==> src/rtl/debounce_multi.sv <==
// Multi-channel button debouncer with press, release,
// long-press and auto-repeat event pulses.
module debounce_multi #(
   parameter int N_CH          = 4,
   parameter int CNT_W         = 16,
   parameter int DB_CYCLES     = 65530,
   parameter int HOLD_CYCLES   = 50000,
   parameter int REPEAT_CYCLES = 10000
) (
   input  logic            clk,
   input  logic            rst_n,
   input  logic [N_CH-1:0] btn_in,
   input  logic            repeat_en,
   output logic [N_CH-1:0] btn_state,
   output logic [N_CH-1:0] btn_pressed,
   output logic [N_CH-1:0] btn_released,
   output logic [N_CH-1:0] btn_long,
   output logic [N_CH-1:0] btn_repeat
);

   typedef enum logic [1:0] {
      IDLE,
      HOLD,
      REPEAT
   } hs_t;

   localparam logic [CNT_W-1:0] ONE    = CNT_W'(1);
   localparam logic [CNT_W-1:0] DB_T   = CNT_W'(DB_CYCLES - 1);
   localparam logic [CNT_W-1:0] HOLD_T = CNT_W'(HOLD_CYCLES);
   localparam logic [CNT_W-1:0] REP_T  = CNT_W'(REPEAT_CYCLES);

   logic [N_CH-1:0]  s1, s2;
   logic [N_CH-1:0]  state_d, press_d, rel_d, long_d, rpt_d;
   logic [CNT_W-1:0] db_q   [N_CH];
   logic [CNT_W-1:0] db_d   [N_CH];
   logic [CNT_W-1:0] hold_q [N_CH];
   logic [CNT_W-1:0] hold_d [N_CH];
   logic [CNT_W-1:0] rep_q  [N_CH];
   logic [CNT_W-1:0] rep_d  [N_CH];
   hs_t              hs_q   [N_CH];
   hs_t              hs_d   [N_CH];

   always_comb begin
      state_d = btn_state;
      press_d = '0;
      rel_d   = '0;
      long_d  = '0;
      rpt_d   = '0;
      for (int i = 0; i < N_CH; i++) begin
         db_d[i]   = db_q[i];
         hold_d[i] = hold_q[i];
         rep_d[i]  = rep_q[i];
         hs_d[i]   = hs_q[i];

         if (s2[i] == btn_state[i]) begin
            db_d[i] = '0;
         end else if (db_q[i] == DB_T) begin
            db_d[i]    = '0;
            state_d[i] = s2[i];
            press_d[i] = s2[i];
            rel_d[i]   = ~s2[i];
         end else begin
            db_d[i] = db_q[i] + ONE;
         end

         // Release overrides any long/repeat due on the same edge
         if (rel_d[i]) begin
            hs_d[i]   = IDLE;
            hold_d[i] = '0;
            rep_d[i]  = '0;
         end else begin
            unique case (hs_q[i])
               IDLE: begin
                  if (press_d[i]) begin
                     hs_d[i]   = HOLD;
                     hold_d[i] = ONE;
                  end
               end
               HOLD: begin
                  if (hold_q[i] == HOLD_T) begin
                     long_d[i] = 1'b1;
                     hs_d[i]   = REPEAT;
                     hold_d[i] = '0;
                     rep_d[i]  = ONE;
                  end else begin
                     hold_d[i] = hold_q[i] + ONE;
                  end
               end
               REPEAT: begin
                  if (rep_q[i] == REP_T) begin
                     rpt_d[i] = repeat_en;
                     rep_d[i] = ONE;
                  end else begin
                     rep_d[i] = rep_q[i] + ONE;
                  end
               end
               default: begin
                  hs_d[i]   = IDLE;
                  hold_d[i] = '0;
                  rep_d[i]  = '0;
               end
            endcase
         end
      end
   end

   always_ff @(posedge clk or negedge rst_n) begin
      if (!rst_n) begin
         s1           <= '0;
         s2           <= '0;
         btn_state    <= '0;
         btn_pressed  <= '0;
         btn_released <= '0;
         btn_long     <= '0;
         btn_repeat   <= '0;
         for (int i = 0; i < N_CH; i++) begin
            db_q[i]   <= '0;
            hold_q[i] <= '0;
            rep_q[i]  <= '0;
            hs_q[i]   <= IDLE;
         end
      end else begin
         s1           <= btn_in;
         s2           <= s1;
         btn_state    <= state_d;
         btn_pressed  <= press_d;
         btn_released <= rel_d;
         btn_long     <= long_d;
         btn_repeat   <= rpt_d;
         for (int i = 0; i < N_CH; i++) begin
            db_q[i]   <= db_d[i];
            hold_q[i] <= hold_d[i];
            rep_q[i]  <= rep_d[i];
            hs_q[i]   <= hs_d[i];
         end
      end
   end

endmodule

==> config.mk <==
export PLATFORM = sky130hd
export DESIGN_NAME = debounce_multi
export DESIGN_NICKNAME = d
export VERILOG_FILES = /design/src/rtl/debounce_multi.sv
export SDC_FILE = /design/constraint.sdc
export NUM_CORES = 1
export LEC_CHECK = 0
export ABC_CLOCK_PERIOD_IN_PS = 2450
export CAP_MARGIN = 0
export CELL_PAD_IN_SITES_DETAIL_PLACEMENT = 2
export CELL_PAD_IN_SITES_GLOBAL_PLACEMENT = 2
export CORE_MARGIN = 3
export CORE_UTILIZATION = 36
export CTS_CLUSTER_SIZE = 14
export DETAILED_ROUTE_END_ITERATION = 10
export PLACE_DENSITY_LB_ADDON = 0.1
export SYNTH_ARGS = -nofsm -noshare
export SYNTH_HDL_FRONTEND = slang
export SYNTH_SLANG_ARGS = --single-unit
==> constraint.sdc <==
create_clock -name clk -period 2.45 [get_ports clk]
set_input_delay 0.49 -clock clk [delete_from_list [all_inputs] [get_ports clk]]
set_output_delay 0.49 -clock clk [all_outputs]
set_load 0.005 [all_outputs]
### Word level (Yosys, flattened, before mapping)

Index checks and enable logic that the tools add are counted.
W data, S select, Z words.

| cells by class | value |
|---|---|
| multiplexer cells | 96 |
| $add $sub $neg | 12 |
| reduce and logical (&&, ||, !) cells | 20 |
| eq/ne operators | 40 |
| bitwise operators | 8 |

Operator list:

| cell | count |
|---|---|
| $mux W16 | 32 |
| $pmux W16 S3 | 8 |
| $add A16 B1 Y16 const B | 12 |
| $eq A16 B16 Y1 const B | 8 |
| $eq A16 B14 Y1 const B | 4 |
| $mux W1 | 40 |
| $mux W2 | 12 |
| $ne A3 B3 Y1 const B | 8 |
| $pmux W2 S3 | 4 |
| $reduce_and A2 Y1 | 12 |
| $ne A2 B2 Y1 const B | 8 |
| $reduce_and A3 Y1 | 4 |
| $eq A2 B1 Y1 const B | 4 |
| $eq A2 B2 Y1 const B | 4 |
| $logic_not A2 Y1 | 4 |
| $not A1 Y1 | 8 |
| $eq A1 B1 Y1 | 4 |

| storage, ports and cells | value |
|---|---|
| register bits | 228 |
| input port bits | 7 |

### Logic depth before layout (Yosys ltp)

| logic depth | value |
|---|---|
| word-level depth | 6 |
| depth in mapped cells | 10 |

### Least setup slack after synthesis

Ideal clock, no wire load.

| timing | value |
|---|---|
| kind | register to register |
| start | reg db_q[17] (netlist name) |
| end | reg rep_q[22] (netlist name) |
| stages on the path, launching flop included | 11 |
| period minus slack after synthesis | 2.316 ns |
| required time | 2.318 ns |
| slack | 0.134 ns |
| library setup time | 0.132 ns |
| arrival | 2.184 ns |
| buffers on the path | 2 |
| cells stage by stage | dfrtp_1 inv_1 ha_1 nand4b_1 or4_1 buf_2 o2111ai_2 buf_2 a31oi_1 o21ai_0 o41ai_2 |

| between the ends | value |
|---|---|
| word-level cells in the longest chain between the ends | 5 |
| elaborated cells between the ends (all ways) | 7 |

Ends and longest elaborated chain:

| item | RTL line | text |
|---|---|---|
| start, declared | 34 | `logic [CNT_W-1:0] db_q [N_CH];` |
| start signal, assigned by index | 131 | `db_q[i] <= db_d[i];` |
| $eq A16 B16 Y1 * | 57 | `end else if (db_q[i] == DB_T) begin` |
| $mux W1 * | 57 |  |
| $mux W1 * | 55 | `if (s2[i] == btn_state[i]) begin` |
| $ne A3 B3 Y1 (no line) or $ne A2 B2 Y1 (tied branches) | - |  |
| $reduce_and A2 Y1 (no line) | - |  |
| end signal, assigned by index | 133 | `rep_q[i] <= rep_d[i];` |
| end, declared | 38 | `logic [CNT_W-1:0] rep_q [N_CH];` |

Mark *: on every way between the ends. The rest lies on a longest branch, timed or not.
A chain may end at the register's enable or synchronous reset.

### Worst setup path after layout

| timing | value |
|---|---|
| start | reg db_q[49] (netlist name) |
| end | reg rep_q[60] (netlist name) |

The elaborated chain is that of the path after synthesis.

==> metrics.md <==
| Metric | Value |
|---|---|
| Mapped Area | 12100 um2 |
| Sequential share of the synthesized area | 47.2% |
| WL per Instance | 18.5 um |
| Max_cap viols | 0 |
| Clk_lat worst skew | 560 ps |
| Startpoint types | flop |
| Unrepaired setup endpoints after global routing | yes |
| Clk root buf | clkbuf_16 |
| Setup TNS | 0 ps |
| Layout cells sized above 1 | 13.3% |
| Critical path peak fanout | 9 |
| Simple-Gate Fraction of Synth Area | 26.4% |
| Routed via count | 10.2k |
| Post-synthesis mux area share | 0.0829% |
| Largest family of logic cells by synthesized area | simple AND/OR/NAND/NOR gates |
| Initial antenna violation count | 0 |
| Post-synthesis xor/xnor area fraction | 6.82% |
| Max Slew Vio Count | 0 |
| Hold slack | 357 ps |
| First-pass GRT wire length | around 60000 um |
| Layout area overhead | 20.5% |
| Gr ovfl total | 0 |
| Post-place setup slack | 2.28 ps |
| Total power | approximately 8000 uW |
| Drt initial violations | 414 |
| Initial Utilization | 36.8% |
| Clock Pin Slew Worst Setup and Hold Paths | roughly 60 ps |
| Max rail drop VDD | 0.485 mV |
| Top Ports | 27 |
| Setup Viol. Count Final | 0 |
| CTS buffer count | 29 |
| Max_slew headroom | just over 60% |
| Fmax | about 420 MHz |
| Synthesized flop and latch total | 228 |
| Via-to-Cell Ratio | 5.42 |
| Die Span Y | 189 um |
| Hold Vio Cnt, Final | 0 |
| First-pass iteration count of the detailed router | 6 |
| Vias in the first global route | 11.5k |
| Final clock skew | 24.3 ps |
| Synth warn | 0 |
| CTS Buffer Depth | 3 |
| Main synth FF type | dfrtp_1 |
| Hpwl dp | 23600 um |
| Status | completed |
| Most common cell after layout, fill and taps aside | dfrtp_1 |
| Total GRT Usage | between 10% and 20% |
| Synth Area in Adders | 4.14% |
| Final worst setup slack | 70.6 ps |
| Placer Congestion | between 0.7 and 0.8 |
| Async set-reset flop share out of synthesis | 100% |
| Number of synthesized flops with an enable pin | 0 |
| Most frequent cells in the layout | dfrtp_1, nor2_1, nand2_1 |
| CTS tree | yes |
| Avg Cell Area, Syn | 9.26 um2 |
| Nets@finish | 1460 |
| Power density cells | 561 nW/um2 |
| Mapped Cells | 1305 |
| Yosys cell types | 77 |
| Critical Path Sink Type | flop |
| Core area | 32800 um2 |
| Largest net degree at the start of global routing | 66 |
| Post-route clock period utilization | slightly below 100% |
| Post-route DRC | 0 |
| CP Class | reg2reg |
| Pleak | 0.00620 uW |
| Ant diodes | 0 |
| Worst-Margin Slew | 575 ps |
| Post-Syn Nets | ~1.4k |
| # port buffers | 26 |
| Arr. time, crit path | ~2800 ps |
| H-Tree Depth | 1 |
| Final antenna-violating net count | 0 |
| FP Rows | between 60 and 70 |
| Synth Area in Compound Gates | a little under an eighth |
| Worst min-delay path category | reg2reg |
| Die area | approximately 36000 um2 |
| CP required | 2860 ps |
| WL final | 34700 um |
| Tmin final | 2380 ps |
| Die width | about 190 um |
| Clk sinks | 228 |
==> worst paths after layout <==
| kind | from | endpoint | slack, ps | depth (start not counted) |
|---|---|---|---|---|
| max | db_q[49] | rep_q[60] | 70 | 8 |
| min | s1[3] | s2[3] | 360 | 0 |
| max reg2reg | db_q[49] | rep_q[60] | 70 | 8 |
| min reg2reg | s1[3] | s2[3] | 360 | 0 |
| max in group asynchronous | rst_n | hold_q[11] | 1300 | 3 |
| min in group asynchronous | rst_n | hold_q[62] | 460 | 2 |
==> state kept, by name, summed over array words and instances (netlist names), 8 cells and up <==
signal / count
hold_q: 64
db_q: 64
hs_q: 8
rep_q: 64
==> synthesized netlist by cell type (all sizes together), types with 24 or more instances <==
library cell	n	area, um2
dfrtp	228	5710
nor2	186	701
nand2	107	402
o21ai	107	547
nand3	84	420
inv	65	244
xnor2	49	429
nand4	46	294
xor2	45	394
a21oi	44	224
ha	40	500
nor3	27	135
o31ai	25	188
or3	24	158
==> cell type report <==
class / instances / area (um2)
inverter: 65 / 244
tap: 442 / 553
clock buffer: 43 / 858
clock inverter: 8 / 71.3
multi-input combinational: 976 / 6110
fill: 3546 / 18200
timing repair buffer: 113 / 1010
sequential: 228 / 5710
==> through the flow <==
step	cells	utilization, %	cell area (um2)
finish	1875	44.4	14600
global route	1875	44.4	14600
CTS	1873	43.9	14400
detailed placement	1821	41.0	13400
global placement	1821	41.0	13400
floorplan	1305	-	12100
==> what timing repair did <==
item,4_1_cts,5_1_grt
cloned,0,1
buffers inserted,0,1
gates resized for setup,2,41
hold buffers,1,0
endpoints found under the hold margin,34,0
pin swaps,0,9
endpoints found under the setup margin,2,84
==> layer usage <==
layer	wire length (um)	global-route usage (%)
met1	15800	26.0
met2	17600	35.3
met3	527	1.93
met4	774	4.24
met5	0	0
==> cells by family (layout without fill, tap and decap cells) <==
| group | count (synthesis) | in the layout |
|---|---|---|
| compound gates | 230 | 231 |
| xor+xnor | 94 | 94 |
| fa+ha+maj | 40 | 40 |
| buf+inv | 102 | 229 |
| flops | 228 | 228 |
| mux | 1 | 1 |
| simple gates | 610 | 610 |
==> worst max-delay path, stage by stage, from the launching register on <==
cell and delay [ps]:
dfrtp_1 390, inv_1 60, ha_1 140, nand3b_1 160, or4b_4 540, or3_4 360
o21a_4 180, o21ai_0 270, o41ai_2 130
==> power breakdown <==
part           switching, uW  leakage [uW]  total (uW)  internal [uW]
Clock                   1660      0.000460        4160           2500
Combinational            133       0.00258         191           58.5
Sequential              19.9       0.00316        3810           3790
Total                   1810       0.00620        8160           6350
Power figures use the tool's default switching activity.
